==> config.mk <==
export PLATFORM = sky130hd
export DESIGN_NAME = aes_round_ctrl
export DESIGN_NICKNAME = d
export VERILOG_FILES = /design/src/rtl/aes_pkg.sv /design/src/rtl/aes_stage_timer.sv /design/src/rtl/aes_round_ctrl.sv
export SDC_FILE = /design/constraint.sdc
export NUM_CORES = 1
export LEC_CHECK = 0
export CAP_MARGIN = 40
export CORE_MARGIN = 5
export CORE_UTILIZATION = 38
export CTS_CLUSTER_DIAMETER = 200
export DETAILED_ROUTE_END_ITERATION = 10
export HOLD_SLACK_MARGIN = 0.15
export SLEW_MARGIN = 10
export SYNTH_ARGS = -nofsm -noshare
export SYNTH_HDL_FRONTEND = slang
export SYNTH_SLANG_ARGS = --single-unit
==> constraint.sdc <==
create_clock -name clk -period 3.6 [get_ports clk]
set_input_delay 0.72 -clock clk [delete_from_list [all_inputs] [get_ports clk]]
set_output_delay 0.72 -clock clk [all_outputs]
set_load 0.005 [all_outputs]
==> src/rtl/aes_pkg.sv <==
// aes_pkg: types and constants shared by the AES round controller, the round
// datapath and the key schedule.
//   ctrl_state_t : sequencer FSM states
//   dp_op_t      : datapath operation select (encoding is visible on dp_op)
package aes_pkg;

  localparam int AES_NB        = 4;   // state columns (32-bit words)
  localparam int AES128_ROUNDS = 10;  // rounds after the initial AddRoundKey

  typedef enum logic [2:0] {
    ST_IDLE,
    ST_ARK,
    ST_SUB,
    ST_SHIFT,
    ST_MIX,
    ST_DONE
  } ctrl_state_t;

  typedef enum logic [1:0] {
    OP_SUB   = 2'd0,
    OP_SHIFT = 2'd1,
    OP_MIX   = 2'd2,
    OP_ARK   = 2'd3
  } dp_op_t;

endpackage

==> src/rtl/aes_stage_timer.sv <==
// aes_stage_timer: measures how long the current datapath stage is held.
//   clk, rst_n : clock, async active-low reset
//   start_i    : first cycle of a stage (the cycle the stage is enabled)
//   done_o     : last cycle of the stage; the controller advances on this edge
//   busy_o     : stage already started, still waiting out its latency
// A stage lasts STAGE_LAT cycles including the start cycle, so with
// STAGE_LAT=1 done_o fires in the start cycle itself.
module aes_stage_timer #(
  parameter int STAGE_LAT = 1
) (
  input  logic clk,
  input  logic rst_n,
  input  logic start_i,
  output logic done_o,
  output logic busy_o
);

  localparam int CW = $clog2(STAGE_LAT + 1);
  localparam bit SINGLE = (STAGE_LAT == 1);

  // Remaining cycles after the current one; 0 means no stage in flight.
  logic [CW-1:0] cnt_q, cnt_d;

  always_comb begin
    cnt_d = cnt_q;
    if (start_i)             cnt_d = CW'(STAGE_LAT - 1);
    else if (cnt_q != '0)    cnt_d = cnt_q - CW'(1);
  end

  always_ff @(posedge clk or negedge rst_n) begin
    if (!rst_n) cnt_q <= '0;
    else        cnt_q <= cnt_d;
  end

  assign done_o = start_i ? SINGLE : (cnt_q == CW'(1));
  assign busy_o = (cnt_q != '0);

endmodule

==> src/rtl/aes_round_ctrl.sv <==
// aes_round_ctrl: iterative AES-128 encryption sequencer. Accepts a block via
// in_valid/in_ready, walks the shared round datapath through round 0..NUM_ROUNDS
// (ARK, then SUB/SHIFT/MIX/ARK per round, MIX skipped in the final round),
// fetching each round key, and offers the result via out_valid/out_ready.
//   clk, rst_n          : clock, async active-low reset
//   in_valid/in_ready   : block request handshake
//   dp_load             : datapath captures the input block (accept cycle)
//   dp_en, dp_op        : stage enable and op select (0 SUB,1 SHIFT,2 MIX,3 ARK)
//   key_req, key_round  : round-key request and current round index
//   key_valid           : key schedule presents the key for key_round
//   out_valid/out_ready : ciphertext handshake
//   busy                : controller not idle
module aes_round_ctrl
  import aes_pkg::*;
#(
  parameter int NUM_ROUNDS = AES128_ROUNDS,
  parameter int STAGE_LAT  = 1
) (
  input  logic       clk,
  input  logic       rst_n,
  input  logic       in_valid,
  output logic       in_ready,
  output logic       dp_load,
  output logic       dp_en,
  output logic [1:0] dp_op,
  output logic       key_req,
  output logic [3:0] key_round,
  input  logic       key_valid,
  output logic       out_valid,
  input  logic       out_ready,
  output logic       busy
);

  localparam logic [3:0] LAST_RND = 4'(NUM_ROUNDS);

  ctrl_state_t state_q;
  logic [3:0]  round_q;
  logic        in_ready_q, out_valid_q, busy_q;
  logic        tmr_start, tmr_done, tmr_busy;
  dp_op_t      op_sel;
  logic        last_rnd;

  assign last_rnd = (round_q == LAST_RND);

  aes_stage_timer #(.STAGE_LAT(STAGE_LAT)) u_timer (
    .clk     (clk),
    .rst_n   (rst_n),
    .start_i (tmr_start),
    .done_o  (tmr_done),
    .busy_o  (tmr_busy)
  );

  // A stage starts on its first cycle (timer idle); ARK additionally waits for
  // the key, so a missing key keeps the timer from starting.
  always_comb begin
    tmr_start = 1'b0;
    key_req   = 1'b0;
    op_sel    = OP_SUB;
    case (state_q)
      ST_SUB:   begin op_sel = OP_SUB;   tmr_start = !tmr_busy; end
      ST_SHIFT: begin op_sel = OP_SHIFT; tmr_start = !tmr_busy; end
      ST_MIX:   begin op_sel = OP_MIX;   tmr_start = !tmr_busy; end
      ST_ARK: begin
        op_sel    = OP_ARK;
        key_req   = !tmr_busy;
        tmr_start = !tmr_busy && key_valid;
      end
      default: ;
    endcase
  end

  assign dp_en     = tmr_start;
  assign dp_op     = dp_en ? op_sel : OP_SUB;
  assign dp_load   = in_valid && in_ready_q;
  assign in_ready  = in_ready_q;
  assign out_valid = out_valid_q;
  assign busy      = busy_q;
  assign key_round = round_q;

  always_ff @(posedge clk or negedge rst_n) begin
    if (!rst_n) begin
      state_q     <= ST_IDLE;
      round_q     <= '0;
      in_ready_q  <= 1'b1;
      out_valid_q <= 1'b0;
      busy_q      <= 1'b0;
    end else begin
      case (state_q)
        ST_IDLE: if (in_valid) begin
          state_q    <= ST_ARK;
          round_q    <= '0;
          in_ready_q <= 1'b0;
          busy_q     <= 1'b1;
        end
        ST_SUB:   if (tmr_done) state_q <= ST_SHIFT;
        ST_SHIFT: if (tmr_done) state_q <= last_rnd ? ST_ARK : ST_MIX;
        ST_MIX:   if (tmr_done) state_q <= ST_ARK;
        ST_ARK: if (tmr_done) begin
          if (last_rnd) begin
            state_q     <= ST_DONE;
            out_valid_q <= 1'b1;
          end else begin
            round_q <= round_q + 4'd1;
            state_q <= ST_SUB;
          end
        end
        ST_DONE: if (out_ready) begin
          state_q     <= ST_IDLE;
          round_q     <= '0;
          out_valid_q <= 1'b0;
          busy_q      <= 1'b0;
          in_ready_q  <= 1'b1;
        end
        default: begin
          state_q     <= ST_IDLE;
          round_q     <= '0;
          out_valid_q <= 1'b0;
          busy_q      <= 1'b0;
          in_ready_q  <= 1'b1;
        end
      endcase
    end
  end

endmodule

Word level (Yosys, flattened, before mapping):

Index checks and enable logic that the tools add are counted.

* $add $sub $neg: 2
* equality and inequality tests: 14
* mux-type cells: 30
* bitwise logic cells: 3
* reductions and logical operators: 11

Operators with widths (number)
* $mux 3: 8
* $pmux 3 s6: 1
* $mux 4: 4
* $ne 2x2->1 const B: 8
* $pmux 4 s4: 1
* $mux 1: 10
* $pmux 1 s3: 3
* $reduce_or 4->1: 2
* $eq 3x2->1 const B: 2
* $eq 3x3->1 const B: 2
* $pmux 2 s3: 1
* $reduce_and 6->1: 1
* $reduce_and 5->1: 1
* $add 4x1->4 const B: 1
* $eq 4x4->1 const B: 1
* $reduce_and 4->1: 1
* $eq 3x1->1 const B: 1
* $logic_not 3->1: 1
* $not 1->1: 3
* $reduce_and 3->1: 1
* $reduce_or 3->1: 1
* $logic_and 1x1->1: 2
* $mux 2: 1
* $pmux 1 s2: 1
* other kinds (2): 2

* bits in registers: 11
* bits of input ports: 5
* output and inout port bits: 12
* logic and storage cells: 66

Logic depth before layout (Yosys ltp):

* word-level depth: 6
* gate-level depth with buffers: 6
* depth with buffers taken out: 6

Hierarchy:

A second synthesis with hierarchy kept.

* cells, all modules: 81
* area, all modules: 744.5 um^2

Modules (own cells, without submodules)
* aes_round_ctrl: instances 1, cells each 78, area an instance 725.7 um^2, seq. area each 251.5 um^2
* aes_stage_timer: instances 1, cells each 3, area an instance 18.8 um^2, seq. area each 0.0 um^2

Worst setup path after synthesis:

OpenSTA, ideal clock, no wires.

* kind: input port to output port
* start: input port key_valid
* end: output port dp_op[0]
* arrival time: 1.143 ns
* required time: 2.880 ns
* path slack: 1.737 ns
* stages: 3
* buffers on the path: 0
* cells stage by stage: a21oi_1 > o22ai_1 > and3_1

* word-level cells in the longest chain between the ends: 3

Ends and longest elaborated chain
* start, declared: RTL line aes_round_ctrl.sv:28 `input logic key_valid,`
* $logic_and 1x1->1: RTL line aes_round_ctrl.sv:66 `tmr_start = !tmr_busy && key_valid;`
* $pmux 1 s2: RTL line aes_round_ctrl.sv:59 `case (state_q)`
* net dp_en: RTL line aes_round_ctrl.sv:24 `output logic dp_en,`
* $mux 2: RTL line aes_round_ctrl.sv:73 `assign dp_op = dp_en ? op_sel : OP_SUB;`
* end, declared: RTL line aes_round_ctrl.sv:25 `output logic [1:0] dp_op,`

The timed path passes the listed nets, and every way through them passes these cells.

Worst setup path after layout:

* start: input port key_valid
* end: output port dp_op[0]

* word-level cells in the longest chain between the ends: 3

Ends and longest elaborated chain (RTL line)
* $logic_and 1x1->1: aes_round_ctrl.sv:66
* $pmux 1 s2: aes_round_ctrl.sv:59
* $mux 2: aes_round_ctrl.sv:73

No other way between the ends.

==> results.py <==
metrics = {
    "power_and_ir_drop": {
        "power_per_cell_area_nw_per_um2": 800,
        "vdd.ir_drop.worst_uv": 359,
        "total_leakage_power_nw": 0.393,
    },
    "layout": {
        "syn_to_final_growth_pct": 29.4,
        "multi_input_area_sq_um": 377,
        "ff_latch_area_sq_um": 251,
        "utilization": 0.512,
        "final_design_area_no_fill_sq_um": 875,
        "fillers": 168,
        "drive_gt1_frac": 0.146,
        "nets": 97,
        "diodes": 0,
    },
    "run": {
        "max_cap_violations": 0,
    },
    "setup_path": {
        "path_class": "primary input to primary output",
        "worstSetupStartpointType": "primary input",
        "r2r_cells": 4,
        "critical_path_peak_fanout": 6,
        "worstPathArrival_ns": 2.23,
        "crit_path_end_kind": "primary output",
        "required_ns": 2.88,
    },
    "worst_hold_path": {
        "hold_path_depth": 2,
        "timing.hold.worst.class": "register to register",
    },
    "timing": {
        "timing.final.setup_violations": 0,
        "min_period_ns": 2.95,
        "hold_viol": 0,
        "final-max-slew-violation-count": 0,
        "slew_headroom": 0.668,
        "fin_hold_ws_ns": 0.569,
        "final.period_utilization": 0.819,
        "fmax_ghz": 0.339,
        "fin_setup_tns_ns": 0,
        "worst_slew_pin_slew_ns": 0.498,
        "fin_ws_ns": 0.651,
        "unrepaired_setup_endpoints_after_global_routing": "no",
        "finalClockSkew_ns": 0.00338,
    },
    "global_route": {
        "grt_max_degree": 18,
        "grt_usage": 0.124,
        "grt_antenna_before_repair": 0,
        "first_pass_grt_wire_length_mm": 2.50,
        "grt_pass1_vias": 570,
        "overflow": 0,
    },
    "synthesis": {
        "post_synth_num_cell_types": 31,
        "synth.top_cell.area_share": 0.333,
        "synth-seq-cells": 10,
        "ys_async_sr_fraction": 1.00,
        "synth_nets": 80,
        "share_of_the_yosys_chip_area_belonging_to_registers": 0.372,
        "postSynthCellCount": 73,
        "synth_area_leaders": "sky130_fd_sc_hd__dfrtp_1 33%, sky130_fd_sc_hd__mux2_4 6.7%, sky130_fd_sc_hd__a21oi_1 5.9%, sky130_fd_sc_hd__nor2_1 4.4%, sky130_fd_sc_hd__dfstp_2 3.9%",
        "synth_top_area_cell": "sky130_fd_sc_hd__dfrtp_1",
        "synth_enable_flop_cells": 0,
        "total_standard_cell_area_after_synthesis_sq_um": 676,
        "ys.warnings.count": 0,
        "yosys_most_used_dff": "sky130_fd_sc_hd__dfrtp_1",
        "synth.avg_cell_area_sq_um": 9.26,
    },
    "die": {
        "dieArea_sq_um": 2720,
        "dieHeight_um": 52.2,
        "core_area_sq_um": 1710,
        "die_width_um": 52.2,
        "rows": 15,
        "start_util": 0.396,
        "num_io_pins": 17,
    },
    "routing": {
        "postRouteAntennaNets": 0,
        "vias": 573,
        "post_dr_vias_cell": 5.03,
        "detail_route.wirelength_mm": 1.38,
        "drc": 0,
        "post_drt_wl_per_cell_um": 12.1,
        "drt-pass1-iter-count": 4,
        "detail_route.iter0.violations": 12,
    },
    "cts": {
        "cts_root_buffer": "sky130_fd_sc_hd__clkbuf_4",
        "postCtsResizedCells": 0,
        "cts_hold_buffers": 0,
        "cts_buffer_depth": 2,
        "htreeDepth": 1,
        "post_cts_buffers": 0,
        "tritoncts": "done",
        "clk_transition_reported_paths_ns": 0.07,
        "clock-sinks": 10,
        "cts_inserted_buffers": 3,
        "insertion_delay_ns": 0.26,
    },
    "placed_design": {
        "place.gp.congestion": 0.783,
        "place_worst_setup_slack_ns": 0.657,
        "numPortBuffers": 16,
        "detailed_place_hpwl_mm": 1.02,
        "dpl-instance-area_sq_um": 838,
    },
    "run_status": {
        "status": "complete, no violations",
    },
}
[metal layers]
metal  global-route usage  up-vias  wire (um)
li1                     -      291          -
met1                0.170      267        702
met2                0.182       13        588
met3               0.0315        2         80
met4               0.0511        0         13
met5                    0        -          0
[critical path: stages]
cell and delay [ns]:
sky130_fd_sc_hd__clkdlybuf4s50_1 0.56, sky130_fd_sc_hd__a21oi_1 0.09, sky130_fd_sc_hd__o22ai_1 0.18, sky130_fd_sc_hd__and3_1 0.17, sky130_fd_sc_hd__clkdlybuf4s50_1 0.50
[cells in the final DEF, fill, tap and decap left out, types with 3 or more instances in the layout]
cell type	instances
sky130_fd_sc_hd__mux2_4	3
sky130_fd_sc_hd__a21oi_1	8
sky130_fd_sc_hd__nand3_1	3
sky130_fd_sc_hd__clkbuf_4	3
sky130_fd_sc_hd__nor3_1	3
sky130_fd_sc_hd__dfrtp_1	9
sky130_fd_sc_hd__and3_1	3
sky130_fd_sc_hd__nand3b_1	3
sky130_fd_sc_hd__nor2_1	8
sky130_fd_sc_hd__inv_1	4
sky130_fd_sc_hd__clkdlybuf4s50_1	16
[cell type report]
| cell class | count | share of cell area |
|---|---|---|
| Clock buffer | 4 | 0.0415 |
| Sequential cell | 10 | 0.288 |
| Timing Repair Buffer | 16 | 0.183 |
| Multi-Input combinational cell | 54 | 0.431 |
| Tap cell | 25 | 0.0358 |
| Inverter | 5 | 0.0215 |
[synthesized netlist by cell type (all sizes together) (2+ instances only)]
library cell,instances
nand2,2
buf,4
nor2,8
nor3,3
dfrtp,9
o21ai,2
inv,5
nand3b,3
a21oi,9
o22ai,2
nand3,3
mux2,4
xor2,2
and3,3
nand2b,2
ha,2
[flip-flops by register name, summed over array words and instances, names as in the netlist]
name,cells
key_round,4
in_ready,1
out_valid,1
busy,1
state_q,3
[cell families after synthesis]
logic type	count (synthesis)	share of synthesized area
muxes	4	0.0833
AOI/OAI and AO/OA	18	0.193
xor gates and xnor gates	2	0.0259
buffers and inverters	9	0.0704
DFF	10	0.372
adders and majority gates	2	0.0370
and+or+nand+nor	28	0.219
[final timing paths]
kind	start	end	slack, ns
worst max-delay path	key_valid	dp_op[0]	0.65
worst min-delay path	key_round[3]$_DFFE_PN0P_	key_round[3]$_DFFE_PN0P_	0.57
worst max register to register	state_q[2]$_DFFE_PN0P_	key_round[1]$_DFFE_PN0P_	1.90
worst min register to register	key_round[3]$_DFFE_PN0P_	key_round[3]$_DFFE_PN0P_	0.57
max in group asynchronous	rst_n	in_ready$_DFFE_PN1P_	2.49
min in group asynchronous	rst_n	key_round[2]$_DFFE_PN0P_	0.77
[metrics by stage]
step / std cells / total power (W)
after floorplan: 73 / 0.000475
after global placement: 110 / 0.000606
after detailed placement: 110 / 0.000607
after CTS: 114 / 0.000710
after global routing: 114 / 0.000765
final: 114 / 0.000699
[where the power goes]
| part | switching, W | internal (W) |
|---|---|---|
| logic | 0.000132 | 0.000224 |
| clock network | 0.0000382 | 0.0000613 |
| registers | 0.0000887 | 0.000155 |
No activity file was read; power rests on OpenSTA's default activity.
